### src/rtl/xotr_io_sequencer_pkg.sv
`default_nettype none
// ============================================================================
// Module   : xotr_io_pkg
// Purpose  : Shared types and encodings for the XOTR port-transfer sequencer.
// Revision : 1.0  initial release
// ============================================================================
package xotr_io_pkg;

    typedef enum logic [2:0] {
        ST_IDLE  = 3'd0,
        ST_ADDR  = 3'd1,
        ST_PHASE = 3'd2,
        ST_WAITS = 3'd3,
        ST_WB    = 3'd4,
        ST_FIN   = 3'd5
    } state_t;

    // r-field encodings as they appear in the opcode
    localparam logic [2:0] REG_B    = 3'b000;
    localparam logic [2:0] REG_C    = 3'b001;
    localparam logic [2:0] REG_D    = 3'b010;
    localparam logic [2:0] REG_E    = 3'b011;
    localparam logic [2:0] REG_H    = 3'b100;
    localparam logic [2:0] REG_L    = 3'b101;
    localparam logic [2:0] REG_NONE = 3'b110;
    localparam logic [2:0] REG_A    = 3'b111;

    // Bit positions inside sel_data / write_reg
    localparam int SEL_B = 0;
    localparam int SEL_C = 1;
    localparam int SEL_D = 2;
    localparam int SEL_E = 3;
    localparam int SEL_H = 4;
    localparam int SEL_L = 5;
    localparam int SEL_A = 6;
    localparam int SEL_W = 7;

endpackage
`default_nettype wire

### src/rtl/xotr_io_sequencer_if.sv
`default_nettype none
// ============================================================================
// Module   : xotr_io_sequencer_if
// Purpose  : Control/status bundle between decode and the port-transfer sequencer.
// Revision : 1.0  initial release
// ============================================================================
interface xotr_io_sequencer_if #(
    parameter int PHASES = 4
);
    import xotr_io_pkg::*;

    logic              start;
    logic              dir;
    logic [2:0]        reg_sel;
    logic              block_mode;
    logic [15:0]       bc;
    logic              notWAIT;

    logic              busy;
    logic              sel_addr_bc;
    logic [PHASES-1:0] io_in_phase;
    logic [PHASES-1:0] io_out_phase;
    logic [SEL_W-1:0]  sel_data;
    logic [SEL_W-1:0]  write_reg;
    logic              flags_write;
    logic              dec_b;
    logic              wait_timeout;
    logic              done;
    logic              set_cm1;

    modport master (
        output start, dir, reg_sel, block_mode, bc, notWAIT,
        input  busy, sel_addr_bc, io_in_phase, io_out_phase, sel_data,
               write_reg, flags_write, dec_b, wait_timeout, done, set_cm1
    );

    modport slave (
        input  start, dir, reg_sel, block_mode, bc, notWAIT,
        output busy, sel_addr_bc, io_in_phase, io_out_phase, sel_data,
               write_reg, flags_write, dec_b, wait_timeout, done, set_cm1
    );

endinterface
`default_nettype wire

### src/rtl/xotr_io_sequencer_reg_decode.sv
`default_nettype none
// ============================================================================
// Module   : xotr_reg_decode
// Purpose  : r-field to one-hot register select; zero when disabled or r=110.
// Revision : 1.0  initial release
// ============================================================================
module xotr_reg_decode
    import xotr_io_pkg::*;
(
    input  wire logic             en_i,
    input  wire logic [2:0]       reg_sel_i,
    output logic      [SEL_W-1:0] onehot_o
);

    always_comb begin
        onehot_o = '0;
        if (en_i) begin
            case (reg_sel_i)
                REG_B:    onehot_o[SEL_B] = 1'b1;
                REG_C:    onehot_o[SEL_C] = 1'b1;
                REG_D:    onehot_o[SEL_D] = 1'b1;
                REG_E:    onehot_o[SEL_E] = 1'b1;
                REG_H:    onehot_o[SEL_H] = 1'b1;
                REG_L:    onehot_o[SEL_L] = 1'b1;
                REG_A:    onehot_o[SEL_A] = 1'b1;
                default:  onehot_o = '0;
            endcase
        end
    end

endmodule
`default_nettype wire

### src/rtl/xotr_io_sequencer.sv
`default_nettype none
// ============================================================================
// Module   : xotr_io_sequencer
// Purpose  : Clocked controller for IN r,(C) / OUT (C),r and their repeat forms.
// Revision : 1.0  initial release
// ============================================================================
module xotr_io_sequencer
    import xotr_io_pkg::*;
#(
    parameter int PHASES   = 4,
    parameter int WAIT_MAX = 7
) (
    input  wire logic          CLK,
    input  wire logic          notRESET,
    xotr_io_sequencer_if.slave io
);

    localparam int PW = $clog2(PHASES);
    localparam int WW = (WAIT_MAX > 0) ? $clog2(WAIT_MAX + 1) : 1;

    localparam logic [PW-1:0] P_ONE  = PW'(1);
    localparam logic [PW-1:0] P_TWO  = PW'(2);
    localparam logic [PW-1:0] P_LAST = PW'(PHASES - 1);
    localparam logic [WW-1:0] W_LAST = WW'((WAIT_MAX > 0) ? WAIT_MAX - 1 : 0);

    state_t         state_q, state_d;
    logic [PW-1:0]  phase_q, phase_d;
    logic [WW-1:0]  wait_q,  wait_d;
    logic           dir_q,   dir_d;
    logic [2:0]     reg_q,   reg_d;
    logic           block_q, block_d;

    logic              w_active;
    logic              w_in_wb;
    logic [PHASES-1:0] w_strobe;
    logic [7:0]        w_b;
    logic              w_unused_bc_low;

    assign w_b             = io.bc[15:8];
    assign w_unused_bc_low = ^io.bc[7:0];

    always_ff @(posedge CLK or negedge notRESET) begin
        if (!notRESET) begin
            state_q <= ST_IDLE;
            phase_q <= '0;
            wait_q  <= '0;
            dir_q   <= 1'b0;
            reg_q   <= REG_NONE;
            block_q <= 1'b0;
        end else begin
            state_q <= state_d;
            phase_q <= phase_d;
            wait_q  <= wait_d;
            dir_q   <= dir_d;
            reg_q   <= reg_d;
            block_q <= block_d;
        end
    end

    always_comb begin
        state_d = state_q;
        phase_d = phase_q;
        wait_d  = wait_q;
        dir_d   = dir_q;
        reg_d   = reg_q;
        block_d = block_q;
        unique case (state_q)
            ST_IDLE: begin
                if (io.start) begin
                    state_d = ST_ADDR;
                    dir_d   = io.dir;
                    reg_d   = io.reg_sel;
                    block_d = io.block_mode;
                end
            end
            ST_ADDR: begin
                state_d = ST_PHASE;
                phase_d = '0;
            end
            ST_PHASE: begin
                if ((phase_q == P_ONE) && !io.notWAIT && (WAIT_MAX > 0)) begin
                    state_d = ST_WAITS;
                    wait_d  = '0;
                end else if (phase_q == P_LAST) begin
                    state_d = ST_WB;
                end else begin
                    phase_d = phase_q + PW'(1);
                end
            end
            ST_WAITS: begin
                // The limit releases the device exactly as if notWAIT had gone high
                if (io.notWAIT || (wait_q == W_LAST)) begin
                    if (PHASES == 2) begin
                        state_d = ST_WB;
                    end else begin
                        state_d = ST_PHASE;
                        phase_d = P_TWO;
                    end
                end else begin
                    wait_d = wait_q + WW'(1);
                end
            end
            ST_WB: begin
                // B is tested before its decrement lands, so B=0 wraps to 256 passes
                if (block_q && (w_b != 8'd1)) begin
                    state_d = ST_ADDR;
                end else begin
                    state_d = ST_FIN;
                end
            end
            ST_FIN:  state_d = ST_IDLE;
            default: state_d = ST_IDLE;
        endcase
    end

    assign w_active = (state_q == ST_PHASE) || (state_q == ST_WAITS);
    assign w_in_wb  = (state_q == ST_WB);
    assign w_strobe = w_active ? (PHASES'(1) << phase_q) : '0;

    assign io.busy         = (state_q != ST_IDLE);
    assign io.sel_addr_bc  = (state_q == ST_ADDR) || w_active;
    assign io.io_in_phase  = dir_q ? '0 : w_strobe;
    assign io.io_out_phase = dir_q ? w_strobe : '0;
    assign io.flags_write  = w_in_wb && !dir_q;
    assign io.dec_b        = w_in_wb && block_q;
    assign io.wait_timeout = (state_q == ST_WAITS) && (wait_q == W_LAST);
    assign io.done         = (state_q == ST_FIN);
    assign io.set_cm1      = (state_q == ST_FIN);

    xotr_reg_decode u_sel_data (
        .en_i      (w_active && dir_q),
        .reg_sel_i (reg_q),
        .onehot_o  (io.sel_data)
    );

    xotr_reg_decode u_write_reg (
        .en_i      (w_in_wb && !dir_q),
        .reg_sel_i (reg_q),
        .onehot_o  (io.write_reg)
    );

endmodule
`default_nettype wire
### src/flat_wrapper.sv
// flat-port wrapper written by rule: the top's interface ports become plain ports
module xotr_io_sequencer_flat import xotr_io_pkg::*;
#(
    parameter int PHASES   = 4,
    parameter int WAIT_MAX = 7
)
  (CLK, notRESET, io_start, io_dir, io_reg_sel, io_block_mode, io_bc, io_notWAIT, io_busy, io_sel_addr_bc, io_io_in_phase, io_io_out_phase, io_sel_data, io_write_reg, io_flags_write, io_dec_b, io_wait_timeout, io_done, io_set_cm1);
  xotr_io_sequencer_if #(.PHASES(PHASES)) io_i ();
  input  wire logic CLK;
  input  wire logic notRESET;
  input wire logic [$bits(io_i.start)-1:0] io_start;
  input wire logic [$bits(io_i.dir)-1:0] io_dir;
  input wire logic [$bits(io_i.reg_sel)-1:0] io_reg_sel;
  input wire logic [$bits(io_i.block_mode)-1:0] io_block_mode;
  input wire logic [$bits(io_i.bc)-1:0] io_bc;
  input wire logic [$bits(io_i.notWAIT)-1:0] io_notWAIT;
  output wire logic [$bits(io_i.busy)-1:0] io_busy;
  output wire logic [$bits(io_i.sel_addr_bc)-1:0] io_sel_addr_bc;
  output wire logic [$bits(io_i.io_in_phase)-1:0] io_io_in_phase;
  output wire logic [$bits(io_i.io_out_phase)-1:0] io_io_out_phase;
  output wire logic [$bits(io_i.sel_data)-1:0] io_sel_data;
  output wire logic [$bits(io_i.write_reg)-1:0] io_write_reg;
  output wire logic [$bits(io_i.flags_write)-1:0] io_flags_write;
  output wire logic [$bits(io_i.dec_b)-1:0] io_dec_b;
  output wire logic [$bits(io_i.wait_timeout)-1:0] io_wait_timeout;
  output wire logic [$bits(io_i.done)-1:0] io_done;
  output wire logic [$bits(io_i.set_cm1)-1:0] io_set_cm1;
  assign io_i.start = io_start;
  assign io_i.dir = io_dir;
  assign io_i.reg_sel = io_reg_sel;
  assign io_i.block_mode = io_block_mode;
  assign io_i.bc = io_bc;
  assign io_i.notWAIT = io_notWAIT;
  assign io_busy = io_i.busy;
  assign io_sel_addr_bc = io_i.sel_addr_bc;
  assign io_io_in_phase = io_i.io_in_phase;
  assign io_io_out_phase = io_i.io_out_phase;
  assign io_sel_data = io_i.sel_data;
  assign io_write_reg = io_i.write_reg;
  assign io_flags_write = io_i.flags_write;
  assign io_dec_b = io_i.dec_b;
  assign io_wait_timeout = io_i.wait_timeout;
  assign io_done = io_i.done;
  assign io_set_cm1 = io_i.set_cm1;
  xotr_io_sequencer #(.PHASES(PHASES), .WAIT_MAX(WAIT_MAX)) u_core (.CLK(CLK), .notRESET(notRESET), .io(io_i));
endmodule
### config.mk
export PLATFORM = sky130hd
export DESIGN_NAME = xotr_io_sequencer_flat
export DESIGN_NICKNAME = d
export VERILOG_FILES = /design/src/rtl/xotr_io_sequencer_pkg.sv /design/src/rtl/xotr_io_sequencer_if.sv /design/src/rtl/xotr_io_sequencer_reg_decode.sv /design/src/rtl/xotr_io_sequencer.sv /design/src/flat_wrapper.sv
export SDC_FILE = /design/constraint.sdc
export NUM_CORES = 1
export LEC_CHECK = 0
export BUFFER_PORTS_ARGS = -buffer_cell sky130_fd_sc_hd__buf_2
export CORE_UTILIZATION = 40
export DETAILED_ROUTE_END_ITERATION = 7
export MAX_ROUTING_LAYER = met4
export PLACE_DENSITY = 0.8
export SETUP_SLACK_MARGIN = 0.3
export SYNTH_ARGS = -nofsm -noshare
export SYNTH_HDL_FRONTEND = slang
export SYNTH_SLANG_ARGS = --single-unit
### constraint.sdc
create_clock -name CLK -period 1.4 [get_ports CLK]
set_clock_uncertainty 0.15 [all_clocks]
set_input_delay 0 -clock CLK [delete_from_list [all_inputs] [get_ports CLK]]
set_output_delay 0 -clock CLK [all_outputs]
set_load 0.03 [all_outputs]
==> results of run 1 <==
==> logic make-up (layout without fill, tap and decap cells) <==
kind of cell | Yosys count | after routing
AOI/OAI and AO/OA | 21 | 21
adders and majority gates | 6 | 6
buffers and inverters | 13 | 103
DFF | 13 | 13
muxes | 7 | 7
and+or+nand+nor | 62 | 62
==> sequential cells by signal (all words and copies together), names as in the netlist <==
| signal | count |
|---|---|
| u_core.dir_q | 1 |
| u_core.phase_q | 2 |
| u_core.wait_q | 3 |
| u_core.block_q | 1 |
| u_core.state_q | 3 |
| u_core.reg_q | 3 |
==> routing by layer <==
metal / share of wire (%) / track usage, %
met5: 0 / -
met4: 6.4 / 13.2
met3: 8.3 / 3.45
met2: 52 / 60.4
met1: 33 / 37.2
==> worst min-delay path by stage <==
stage / startpoint / slack (ps) / cells after the start / end
after global placement: notRESET / -250 / 1 / u_core.state_q[1]
after detailed placement: notRESET / -250 / 1 / u_core.block_q
final: notRESET / -10 / 2 / u_core.block_q
after floorplan: notRESET / -450 / 0 / u_core.block_q
after CTS: notRESET / -20 / 2 / u_core.block_q
after global routing: io_bc[12] / -3 / 4 / u_core.state_q[2]
==> worst register-to-register path, cell delays in order, from the launching register on <==
cell,delay (ps)
dfrtp_2,440
buf_4,150
buf_6,130
or3_4,410
nor2_8,200
mux2_4,330
==> where the power goes <==
| part | leakage [nW] | switching (mW) | internal, mW |
|---|---|---|---|
| registers | 0.151 | 0.394 | 0.597 |
| logic | 0.881 | 2.14 | 2.00 |
| clock network | 0.0150 | 0.148 | 0.111 |
==> layout by cell type, fill, tap and decap left out, types with 3 or more instances in the layout <==
master,instances
a21oi_2,3
and2_4,5
and3_4,5
buf_2,16
buf_4,26
buf_6,41
clkbuf_4,3
dfrtp_1,7
dfrtp_2,4
dlygate4sd3_1,7
ha_1,3
ha_4,3
mux2_4,5
nand2_1,4
nand2b_4,3
nand3_1,3
nor2_1,7
nor2_4,9
nor3_4,6
o21ai_1,5
==> through the flow <==
step	power, mW	utilization [%]	worst slack [ps]
after floorplan	2.82	-	-367
final	5.39	94.4	-499
after CTS	4.55	87.4	-421
after detailed placement	3.57	67.9	-196
after global placement	3.43	67.9	-131
after global routing	5.54	94.4	-542
==> area by class of cell <==
class,instances,area (um2)
multi-input combinational,96,1040
timing repair buffer,93,872
sequential,13,333
fill,69,138
tap,30,37.5
inverter,6,32.5
clock buffer,4,26.3
==> timing repair <==
| action | CTS | global route |
|---|---|---|
| gates resized for setup | 84 | 25 |
| endpoints found under the setup margin | 42 | 42 |
| endpoints found under the hold margin | 20 | 12 |
| gates cloned | 0 | 1 |
| pin swaps | 7 | 10 |
| setup buffers | 12 | 6 |
==> results_dict.tcl, run 1 <==
set metrics [dict create \
    synthToLayoutAreaGrowth_pct 122 \
    postSynthAreaPerCell_um2 8.64 \
    synth_nets 153 \
    place_area_um2 1680 \
    drc_errors 0 \
    hp-class "input pin to asynchronous set/reset pin" \
    synth_edf_count 0 \
    end_kind "flip-flop" \
    critPathTopFamily "simple AND/OR/NAND/NOR gates" \
    fmax_mhz 527 \
    r2r_start "u_core.state_q[0]" \
    ir_drop_uv 2050 \
    fin_crit_ps 1900 \
    layout_setup_ws_ps -499 \
    r2r_slack_ps -500 \
    wirelength_mm 5.54 \
    netlist.area_leader.share_pct 26.1 \
    synthDistinctLibCells 34 \
    vias_per_cell 6.05 \
    synthCells 122 \
    path_class "flip-flop to flip-flop" \
    p_leak_nw 1.05 \
    post-synth-top-count-cell "nor2_1" \
    root_buffer "clkbuf_4" \
    synth_top_cell_by_area "dfrtp_1" \
    dpl.cell_count 212 \
    drtPass1Iterations 4 \
    fin_cells 242 \
    arrival_ps 1930 \
    hold_ws_ps -10.6 \
    synth_top_family_by_area "simple AND/OR/NAND/NOR gates" \
    ys_seq_elements 13 \
    port_buffers 45 \
    fin_crit_sh_pct 136 \
    relSlewSlack_pct 78.3 \
    fin_nets 244 \
    critPathMaxFanout 5 \
    initial_utilization_pct 42.5 \
    htreeDepth 1 \
    startpoint "u_core.state_q[0]" \
    grt_setup_unrepaired "true" \
    path_clk_slew_ps 110 \
    core_area_um2 2480 \
    final.setup.tns_ps -13390 \
    crit_required_ps 1430 \
    netlist_area_um2 1050 \
    synthSimpleGateAreaFrac_pct 33.8 \
    cts_num_sinks 13 \
    cpMaxStageDelayCell "dfrtp_2" \
    synth-adder-area-share_pct 7.13 \
    ios 54 \
    rows 18 \
    clock_latency_ps 290 \
    synth_compound_area_share_pct 12.9 \
    wl_per_cell_um 22.9 \
    dieArea_um2 2840 \
    vias 1463 \
    track_usage_pct 33.5 \
    worst_slew_pin_slew_ps 324 \
    failed_checks "hold timing, setup timing" \
    muxShareOfSynthArea_pct 9.03 \
    worst-path-buf-inv 2 \
    synth_area_leaders "dfrtp_1 (26%), ha_1 (7.1%), mux2_4 (7.1%), nor2_1 (6.4%), dfstp_2 (5.0%)" \
    design_area_um2 2340 \
    ys_seq_area_share_pct 31.1 \
    n_antenna_cell 0 \
    rr_endpoint "u_core.reg_q[0]" \
    path_cells "buf_4 -> buf_6 -> or3_4 -> nor2_8 -> mux2_4" \
    slew_viol_final 0 \
    cts_tree "yes" \
    cp_num_cells 5 \
    yosys-top-cells-count "nor2_1 (18), dfrtp_1 (11), nand2_1 (8), nor3_1 (7), o21ai_0 (7)" \
    drive_above_1_share_pct 76.9 \
    grt_overflow 0 \
    grt_first_pass_wirelength_mm 6.36 \
    cts_buffers 3 \
    crit_path_end "u_core.reg_q[0]" \
    hold_buffers 7 \
    grt_pass1_vias 1284 \
    async_reset_ff_share_pct 100 \
    reg2reg_depth 5 \
    status "finished, violations left" \
    yosys_warnings 0 \
    antenna_left 0 \
    dieHeight_um 53.3 \
    synthXorXnorAreaFrac_pct 0 \
    drv_cap 0 \
    clock_path_buffers 2 \
    grt_max_degree 15 \
    power_density_nw_per_um2 2300 \
    drtIter0Drc 41 \
    crit_path_start_kind "flip-flop" \
    finalHoldViolations 6 \
    hpwl_mm 2.29 \
    slowest_delay_ps 440 \
    gp_congestion 0.789 \
    antenna_found_initial 0 \
    finalSetupViolCount 42 \
    fp.dieW_um 53.3 \
    ys.flop_type "dfrtp_1" \
]
No activity file was read; power rests on OpenSTA's default activity.
==> inputs of run 2 (changes only) <==
--- a/config.mk
+++ b/config.mk
@@ -6,10 +6,12 @@
 export NUM_CORES = 1
 export LEC_CHECK = 0
 export BUFFER_PORTS_ARGS = -buffer_cell sky130_fd_sc_hd__buf_2
-export CORE_UTILIZATION = 40
+export CELL_PAD_IN_SITES_DETAIL_PLACEMENT = 1
+export CELL_PAD_IN_SITES_GLOBAL_PLACEMENT = 1
+export CORE_UTILIZATION = 28
 export DETAILED_ROUTE_END_ITERATION = 7
 export MAX_ROUTING_LAYER = met4
-export PLACE_DENSITY = 0.8
+export PLACE_DENSITY = 0.79
 export SETUP_SLACK_MARGIN = 0.3
 export SYNTH_ARGS = -nofsm -noshare
 export SYNTH_HDL_FRONTEND = slang
==> results_dict.tcl, run 2 (synthesized netlist as in run 1, its figures left out) <==
set metrics [dict create \
    cts_buffers 3 \
    vias 1358 \
    min_path_cells 4 \
    path_cells "buf_6 -> nor4b_4 -> buf_4 -> nand2b_4 -> nor3_4 -> buf_6" \
    r2r_slack_ps -360 \
    path_clk_slew_ps 60 \
    slew_viol_final 0 \
    rr_endpoint "u_core.reg_q[0]" \
    dieHeight_um 63.3 \
    finalSetupViolCount 42 \
    grt_first_pass_wirelength_mm 8.09 \
    status "finished, violations left" \
    path_class "flip-flop to output port" \
    r2r_start "u_core.state_q[0]" \
    ios 54 \
    antenna_left 0 \
    arrival_ps 1670 \
    port_buffers 45 \
    grt_setup_unrepaired "true" \
    hpwl_mm 2.96 \
    fin_crit_ps 1820 \
    fmax_mhz 549 \
    htreeDepth 1 \
    fp.dieW_um 63.3 \
    rows 21 \
    cpMaxStageDelayCell "dfrtp_2" \
    end_kind "output port" \
    cts_num_sinks 13 \
    track_usage_pct 28.4 \
    hp-class "input pin to flip-flop" \
    root_buffer "clkbuf_8" \
    slowest_delay_ps 420 \
    drive_above_1_share_pct 81.9 \
    gp_congestion 0.820 \
    failed_checks "setup timing" \
    critPathTopFamily "simple AND/OR/NAND/NOR gates" \
    cts_tree "yes" \
    grt_overflow 0 \
    fin_nets 247 \
    crit_path_start_kind "flip-flop" \
    layout_setup_ws_ps -421 \
    fin_cells 262 \
    final.setup.tns_ps -10620 \
    drtPass1Iterations 4 \
    drtIter0Drc 31 \
    power_density_nw_per_um2 2320 \
    core_area_um2 3470 \
    reg.largest.list "u_core.reg_q (3), u_core.state_q (3), u_core.wait_q (3)" \
    grt_max_degree 15 \
    clock_path_buffers 2 \
    finalHoldViolations 0 \
    wl_per_cell_um 22.9 \
    fillers 339 \
    fin_crit_sh_pct 130 \
    reg2reg_depth 4 \
    wirelength_mm 5.99 \
    relSlewSlack_pct 76.6 \
    multi_input_area_um2 1080 \
    cp_common_cell "buf_6" \
    initial_utilization_pct 30.4 \
    whs_endpoint "u_core.state_q[2]" \
    crit_required_ps 1250 \
    drv_cap 0 \
    critPathMaxFanout 3 \
    dpl.cell_count 231 \
    grt_pass1_vias 1504 \
    final_common_cell "buf_6" \
    worst_slew_pin_slew_ps 351 \
    dieArea_um2 4010 \
    clock_latency_ps 260 \
    cp_num_cells 6 \
    vias_per_cell 5.18 \
    synthToLayoutAreaGrowth_pct 133 \
    antenna_found_initial 1 \
    drc_errors 0 \
    ir_drop_uv 1380 \
    regArea_um2 334 \
    worst-path-buf-inv 3 \
    final_cell_mix "buf_6 (43), buf_4 (25), buf_2 (16), nor2_4 (8), dlygate4sd3_1 (7)" \
    worstHoldStart "io_bc[14]" \
    p_leak_nw 1.07 \
]
==> run 2: cell count changes in the layout (fill, tap and decap cells not counted), sizes merged <==
cell / delta
clkinv: +1
diode: +1
clkbuf: -2
buf: +4
==> run 2: how the worst max path moves through the flow <==
| stage | start | endpoint |
|---|---|---|
| after floorplan | u_core.state_q[1] | io_write_reg[0] |
| after global placement | u_core.state_q[0] | u_core.reg_q[0] |
| after detailed placement | u_core.phase_q[1] | u_core.state_q[2] |
| after CTS | u_core.state_q[1] | io_write_reg[0] |
| after global routing | u_core.state_q[0] | io_write_reg[0] |
| final | u_core.state_q[0] | io_write_reg[0] |
==> run 2: tightest hold or removal path, stage by stage <==
cell       delay (ps)
buf_2              80
nor4_1             40
a31oi_1           210
a2111oi_2          60
==> run 2: layout make-up <==
type / instances / share of cell area (%)
Antenna cell: 1 / 0.102
Clock buffer: 3 / 1.68
Clock inverter: 1 / 0.203
Inverter: 6 / 0.916
Multi-Input combinational cell: 96 / 43.9
Sequential cell: 13 / 13.6
Tap cell: 46 / 2.34
Timing Repair Buffer: 96 / 37.3
==> run 2: layer usage <==
| layer | share of wire [%] | vias to the layer above | global-route usage, % | wire (um) |
|---|---|---|---|---|
| met5 | 0 | - | - | 0 |
| met4 | 6.1 | 0 | 19.3 | 366 |
| li1 | - | 608 | - | - |
| met1 | 39 | 671 | 31.7 | 2360 |
| met3 | 2.9 | 23 | 2.36 | 172 |
| met2 | 52 | 56 | 47.7 | 3090 |
==> run 2: repair_timing <==
action,in CTS,in global routing
hold buffers,7,0
gates resized for setup,80,45
setup buffers,12,7
setup endpoints to repair,42,42
hold endpoints to repair,19,0
pin swaps,13,10
==> run 2: where the power goes <==
group | internal (mW) | leakage (nW) | total, mW | switching [mW]
registers | 0.600 | 0.149 | 1.02 | 0.416
logic | 2.14 | 0.898 | 4.33 | 2.19
clock network | 0.198 | 0.0255 | 0.355 | 0.158
total | 2.94 | 1.07 | 5.70 | 2.76
==> run 2: through the flow <==
stage / instance area [um2] / power [mW] / hold slack (ps) / setup WS [ps] / utilization (%)
floorplan: 1320 / 2.82 / -446 / -367 / -
global placement: 1730 / 3.51 / -245 / -139 / 49.7
detailed placement: 1730 / 3.69 / -241 / -195 / 49.7
CTS: 2210 / 4.79 / 17.8 / -401 / 63.8
global route: 2460 / 5.93 / 44.9 / -458 / 70.9
finish: 2460 / 5.70 / 21.1 / -421 / 70.9
